File: config.mk
export PLATFORM = sky130hd
export DESIGN_NAME = counter_77to7_down
export DESIGN_NICKNAME = d
export VERILOG_FILES = /design/src/rtl/counter_pkg.sv /design/src/rtl/counter_load_clamp.sv /design/src/rtl/counter_77to7_down.sv
export SDC_FILE = /design/constraint.sdc
export NUM_CORES = 1
export LEC_CHECK = 0
export CAP_MARGIN = 20
export CORE_ASPECT_RATIO = 1.2
export CORE_UTILIZATION = 45
export CTS_BUF_LIST = sky130_fd_sc_hd__clkbuf_4 sky130_fd_sc_hd__clkbuf_8
export DETAILED_ROUTE_END_ITERATION = 10
export PLACE_DENSITY = 0.75
export SYNTH_ARGS = -nofsm -noshare
export SYNTH_HDL_FRONTEND = slang
export SYNTH_SLANG_ARGS = --single-unit
export TNS_END_PERCENT = 1
File: constraint.sdc
create_clock -name clock -period 2.5 [get_ports clock]
set_clock_uncertainty 0.2 [all_clocks]
set_input_delay 0.375 -clock clock [delete_from_list [all_inputs] [get_ports clock]]
set_output_delay 0.375 -clock clock [all_outputs]
set_load 0.005 [all_outputs]
File: src/rtl/counter_pkg.sv
// Shared types and default constants for the 77-to-7 down-counter.
package counter_pkg;

  typedef enum logic [1:0] {
    IDLE,
    RUN,
    PAUSE,
    DONE
  } cnt_state_t;

  localparam int CNT_HIGH  = 77;
  localparam int CNT_LOW   = 7;
  localparam int CNT_WIDTH = 7;
  localparam int CNT_WRAPW = 8;

endpackage

File: src/rtl/counter_load_clamp.sv
// Combinational clamp of a parallel-load value into the counting range [LOW,HIGH].
module counter_load_clamp
  import counter_pkg::*;
#(
  parameter int WIDTH = CNT_WIDTH,
  parameter int HIGH  = CNT_HIGH,
  parameter int LOW   = CNT_LOW
) (
  input  logic [WIDTH-1:0] value,
  output logic [WIDTH-1:0] clamped
);

  localparam logic [WIDTH-1:0] HIGH_V = WIDTH'(HIGH);
  localparam logic [WIDTH-1:0] LOW_V  = WIDTH'(LOW);

  always_comb begin
    clamped = value;
    if (value < LOW_V) begin
      clamped = LOW_V;
    end else if (value > HIGH_V) begin
      clamped = HIGH_V;
    end
  end

endmodule

File: src/rtl/counter_77to7_down.sv
// Down-counter HIGH..LOW with start/stop/pause, clamped load, tc pulse and wrap count.
// Define COUNTER_DOWN_TICK_EN to add a tick input that gates counting in RUN.
module counter_77to7_down
  import counter_pkg::*;
#(
  parameter int WIDTH = CNT_WIDTH,
  parameter int HIGH  = CNT_HIGH,
  parameter int LOW   = CNT_LOW,
  parameter int WRAPW = CNT_WRAPW
) (
  input  logic             clock,
  input  logic             reset,
`ifdef COUNTER_DOWN_TICK_EN
  input  logic             tick,
`endif
  input  logic             start,
  input  logic             stop,
  input  logic             load,
  input  logic [WIDTH-1:0] load_value,
  input  logic             oneshot,
  output logic [WIDTH-1:0] counter,
  output logic             tc,
  output logic             busy,
  output logic             done,
  output logic [WRAPW-1:0] wrap_cnt
);

  localparam logic [WIDTH-1:0] HIGH_V = WIDTH'(HIGH);
  localparam logic [WIDTH-1:0] LOW_V  = WIDTH'(LOW);

  cnt_state_t       state;
  cnt_state_t       next_state;
  logic [WIDTH-1:0] next_counter;
  logic [WIDTH-1:0] clamped;
  logic [WRAPW-1:0] next_wrap;
  logic             next_tc;
  logic             tick_en;

`ifdef COUNTER_DOWN_TICK_EN
  assign tick_en = tick;
`else
  assign tick_en = 1'b1;
`endif

  counter_load_clamp #(
    .WIDTH (WIDTH),
    .HIGH  (HIGH),
    .LOW   (LOW)
  ) u_clamp (
    .value   (load_value),
    .clamped (clamped)
  );

  always_ff @(posedge clock) begin
    if (reset) begin
      state    <= IDLE;
      counter  <= HIGH_V;
      tc       <= 1'b0;
      wrap_cnt <= '0;
    end else begin
      state    <= next_state;
      counter  <= next_counter;
      tc       <= next_tc;
      wrap_cnt <= next_wrap;
    end
  end

  // Priority: load > stop > start > count; tc is registered so it lags the LOW edge by one cycle.
  always_comb begin
    next_state   = state;
    next_counter = counter;
    next_tc      = 1'b0;
    next_wrap    = wrap_cnt;
    if (load) begin
      next_counter = clamped;
      if (state == DONE) begin
        next_state = IDLE;
      end
    end else if (stop) begin
      if (state == RUN) begin
        next_state = PAUSE;
      end
    end else begin
      case (state)
        IDLE: begin
          if (start) begin
            next_state = RUN;
          end
        end
        PAUSE: begin
          if (start) begin
            next_state = RUN;
          end
        end
        DONE: begin
          if (start) begin
            next_state   = RUN;
            next_counter = HIGH_V;
          end
        end
        RUN: begin
          if (tick_en) begin
            if (counter > LOW_V) begin
              next_counter = counter - WIDTH'(1);
            end else begin
              next_tc = 1'b1;
              if (oneshot) begin
                next_state = DONE;
              end else begin
                next_counter = HIGH_V;
                next_wrap    = wrap_cnt + WRAPW'(1);
              end
            end
          end
        end
        default: next_state = IDLE;
      endcase
    end
  end

  assign busy = (state == RUN) || (state == PAUSE);
  assign done = (state == DONE);

endmodule

Word-level counts from Yosys, hierarchy flattened
Cells that the tools add are included.
{ "classes": {"addsub": 2, "magnitude_cmp": 3, "eq_ne": 11, "n_mux": 17, "n_bitwise": 5, "n_reduce_logical": 8} }
{ "op_table": {"columns": ["cell", "n"], "rows": [
  ["$mux 7", 7],
  ["$mux 2", 7],
  ["$pmux 7 s2", 1],
  ["$ne 4x4->1 const B", 3],
  ["$reduce_and 5->1", 2],
  ["$add 8x1->8 const B", 1],
  ["$gt 7x3->1 const B", 1],
  ["$gt 7x7->1 const B", 1],
  ["$lt 7x3->1 const B", 1],
  ["$sub 7x1->7 const B", 1],
  ["$not 1->1", 5],
  ["$eq 2x2->1 const B", 2],
  ["$ne 2x1->1 const B", 2],
  ["$ne 4x1->1 const B", 1],
  ["$pmux 2 s2", 1],
  ["$reduce_and 4->1", 1],
  ["$reduce_or 4->1", 1],
  ["$ne 3x1->1 const B", 1],
  ["$ne 3x3->1 const B", 1],
  ["$reduce_bool 3->1", 1],
  ["$reduce_or 3->1", 1],
  ["$eq 2x1->1 const B", 1],
  ["$logic_not 2->1", 1],
  ["$logic_or 1x1->1", 1],
  ["$mux 1", 1]
]} }
{ "totals": {"regBits": 18, "input_bits": 13, "output_inout_bits": 18, "word_cells": 50} }

Depth between registers and ports, before layout
{ "depth": {"word_depth": 5, "ltp_mapped": 6, "ltp_nobuf": 6} }

By module
A second synthesis with hierarchy kept.
{ "unflattened": {"hier_cells": 157, "hier_area_um2": 1266.2} }
{ "by_module_without_submodules": {"columns": ["module", "n_inst", "cells_each", "area_per_inst_um2", "seq_area_each_um2"], "rows": [
  ["counter_77to7_down", 1, 141, 1169.9, 360.3],
  ["counter_load_clamp", 1, 16, 96.3, 0.0]
]} }

Least setup slack after synthesis
Ideal clock, no wire load.
{ "synth_path": {"path_kind": "reg-to-reg", "startpoint": "reg counter[0]", "endpoint": "reg counter[3]", "setup_ps": 120, "t_arrival_ps": 1664, "t_required_ps": 2180, "path_slack_ps": 516, "stages_incl_launch_ff": 6, "n_path_buf": 0, "period_less_slack_ps": 1984, "path_cell_list": "dfxtp_1 -> ha_1 -> nand4b_1 -> a21oi_1 -> a2bb2oi_1 -> a211o_2"} }
{ "synth_via": {"elab_chain_len": 5, "elab_cells_between_ends": 8, "classes_between": "add/sub (1); order compare (1); eq/ne (1); mux (4); reduce/logical (1)"} }
{ "synth_lines": {"columns": ["item", "line", "rtl"], "rows": [
  ["start: declaration", "counter_77to7_down.sv:21", "output logic [WIDTH-1:0] counter,"],
  ["start signal: assignment", "counter_77to7_down.sv:62", "counter <= next_counter;"],
  ["$sub 7x1->7 or $gt 7x3->1 (tied branches)", "counter_77to7_down.sv:104, counter_77to7_down.sv:103", null],
  ["$mux 7", "counter_77to7_down.sv:103", "if (counter > LOW_V) begin"],
  ["$pmux 7 s2", "counter_77to7_down.sv:84", "case (state)"],
  ["$mux 7", "counter_77to7_down.sv:79", "end else if (stop) begin"],
  ["$mux 7", "counter_77to7_down.sv:74", "if (load) begin"]
]} }
Several ways; a longest one is shown, not always the timed one. The select of a mux whose other input is x is not followed.
A chain may end at the register's enable or synchronous reset.

Worst setup path after layout
{ "layout_path": {"startpoint": "reg state[0]", "endpoint": "reg wrap_cnt[6]"} }
{ "layout_via": {"elab_chain_len": 2} }
{ "layout_lines": {"columns": ["item", "line", "rtl"], "rows": [
  ["start: declaration", "counter_77to7_down.sv:31", "cnt_state_t state;"],
  ["start signal: assignment", "counter_77to7_down.sv:61", "state <= next_state;"],
  ["$eq 2x1->1", "counter_77to7_down.sv:84", null],
  ["$reduce_and 5->1 (no source line)", null, null],
  ["end signal: assignment", "counter_77to7_down.sv:64", "wrap_cnt <= next_wrap;"],
  ["end: declaration", "counter_77to7_down.sv:25", "output logic [WRAPW-1:0] wrap_cnt"]
]} }
No other way between the ends.

==> qor.txt <==
CP Capture Type - flop
Drt via density - 6.07
Hpwl dp - 2340 µm
Synthesized flop and latch total - 18
First-pass GRT wire length - 5290 µm
Min-delay worst type - flop to flop
Initial Util - 0.473
Number of synthesized flops with an enable pin - 0
Syn_nets - 154
Vias in the first global route - 1222
Die Span Y - 58.5 µm
Worst VDD drop - 0.000320 V
Total track usage - 0.234
Worst EP arrival - 2.22 ns
Core footprint - 0.00253 mm²
Vias - 1233
First-pass DRT Iterations - 4
Remaining antenna violation count - 0
Crit path largest cell delay - 0.46 ns
Final period util - 0.875
Post-synth ARST share - 0
Worst path cell trace - ha_1, nor4b_4, nand4_1, or4_1, a21oi_1
Crit path max fanout - 7
Wirelength per Cell - 15.2 µm
Max-cap violations - 0
Logic pwr share - 0.228
Global route overflow - 0
Sw Share - 0.280
Cell variety after synth - 56
Setup tns final - 0 ns
Layout fillers - 228
CP startpoint kind - flop
Data required time of the worst path - 2.53 ns
Final setup fails - 0
Worst slew margin - 0.701
Cts hold-fix bufs - 0
Clk sinks - 18
Minimum clock period - 2.19 ns
Slew @ Worst Pin - 0.444 ns
Critical path's slowest cell - or4_1
Post-cts sizing count - 0
I/O Pins - 31
Post-Syn Area - 0.00119 mm²
CTS root buf - clkbuf_4
Clock transition at path regs - 0.10 ns
Outcome - finished, final reports clean
Drt drc - 0
Internal Power - 0.421 mW
Die Width - 49.0 µm
Port bufs - 30
Setup bufs post-CTS - 0
H-tree depth - 1
Hold Violations, Final - 0
Tot Pwr - 0.585 mW
Largest net degree at the start of global routing - 15
Routed wire length - 3090 µm
CTS tree - done
Fmax - 457 MHz
Cell count after synthesis - 135
CTS buffer count - 3
Max Root-Sink Buffers - 2
DRT iter0 DRCs - 29
Register area share after synthesis - 0.302
Final net count - 191
Top delay family on crit path - simple AND/OR/NAND/NOR gates
Dominant synthesized flop cell - dfxtp_1
Sequential power share - 0.529
Diodes inserted - 0
Initial antenna violation count - 0
Die area - 0.00287 mm²
Pwr Density - 370 mW/mm²
RSZ-0062 raised after global routing - no
Routability cong. - 0.883
Area Overhead vs Synth - 32.4%
Fin. max-slew vios - 0
Average cell area after synthesis - 8.85 µm²
Clk_lat worst skew - 0.29 ns
Psw - 0.164 mW
YS warnings - 0
Clock power share - 0.243
Most frequent cells in the layout - clkdlybuf4s50_1 (30), dfxtp_1 (18), nor2_1 (13), inv_1 (7), nand2_1 (7)
WP buf/inv - 0
Share of layout cells above drive strength 1 - 0.129
Leak - 0.585 nW
Most common cell after layout, fill and taps aside - clkdlybuf4s50_1
Crit Path Category - flop to flop
Cell Rows - 20
[final timing paths]
kind	startpoint	to	slack [ns]	depth (start not counted)
worst min register to register	wrap_cnt[7]	wrap_cnt[7]	0.29	2
worst min-delay path	wrap_cnt[7]	wrap_cnt[7]	0.29	2
worst max-delay path	state[0]	wrap_cnt[6]	0.31	5
worst max register to register	state[0]	wrap_cnt[6]	0.31	5
[final cells by class]
class                   instances  area [µm²]  area share
clock buffers                   3        22.5      0.0142
flip-flops and latches         18         360       0.228
inverters                       8        30.0      0.0190
multi-input cells             105         782       0.494
repair buffers                 36         345       0.218
well taps                      33        41.3      0.0261
[power groups by stage]
stage	registers (mW)	logic (mW)	clock network [mW]
6_report	0.309	0.133	0.142
5_1_grt	0.311	0.146	0.159
4_1_cts	0.309	0.133	0.145
3_5_place_dp	0.315	0.132	0
3_3_place_gp	0.315	0.129	0
2_1_floorplan	0.312	0.0722	0
[kinds of logic (layout without fill, tap and decap cells)]
kind of cell | count (synthesis) | after routing | synth area share
xor+xnor | 4 | 4 | 0.0293
mux | 3 | 3 | 0.0262
compound gates | 39 | 39 | 0.265
buf+inv | 12 | 47 | 0.0440
simple gates | 53 | 53 | 0.271
fa+ha+maj | 6 | 6 | 0.0628
flops | 18 | 18 | 0.302
[routing by layer]
layer / global-route usage / wire length [µm] / vias to the layer above
met2: 0.419 / 1490 / 40
li1: - / - / 597
met5: 0 / 0 / -
met1: 0.267 / 1390 / 588
met3: 0.0465 / 149 / 8
met4: 0.113 / 61 / 0
[registers in the layout, summed over array words and instances (netlist names)]
signal	flops
counter	7
state	2
tc	1
wrap_cnt	8
[worst reg2reg max path, cell delays in order, from the launching register on]
cell and delay (ns):
dfxtp_1 0.41, ha_1 0.32, nor4b_4 0.35, nand4_1 0.23, or4_1 0.46, a21oi_1 0.16
[through the flow]
stage	hold slack, ns	worst slack, ns	instance area, µm²	std cells	util
6_report	0.295	0.313	1580	203	0.626
5_1_grt	0.328	0.162	1580	203	0.626
4_1_cts	0.298	0.334	1580	203	0.626
3_5_place_dp	0.284	0.110	1560	200	0.617
3_3_place_gp	0.276	0.225	1560	200	0.617
2_1_floorplan	0.251	0.516	1190	135	-
[cell usage after synthesis, types with 2 or more instances]
cell type	instances	area share
dfxtp_1	18	0.30
a22oi_1	3	0.019
a21o_1	2	0.013
a21oi_1	6	0.025
nor2_1	13	0.041
buf_4	2	0.013
and3_1	2	0.010
o32ai_1	2	0.015
nand4_1	4	0.021
nor2b_1	2	0.010
o21ai_0	4	0.017
inv_1	7	0.022
nor4_1	2	0.010
clkbuf_1	2	0.0063
nand3_1	4	0.017
or3_1	3	0.016
o22ai_1	3	0.016
xor2_1	3	0.022
nand2_1	7	0.022
mux2i_1	2	0.017
nor3_1	4	0.017
ha_1	6	0.063
No activity file was read; power rests on OpenSTA's default activity.
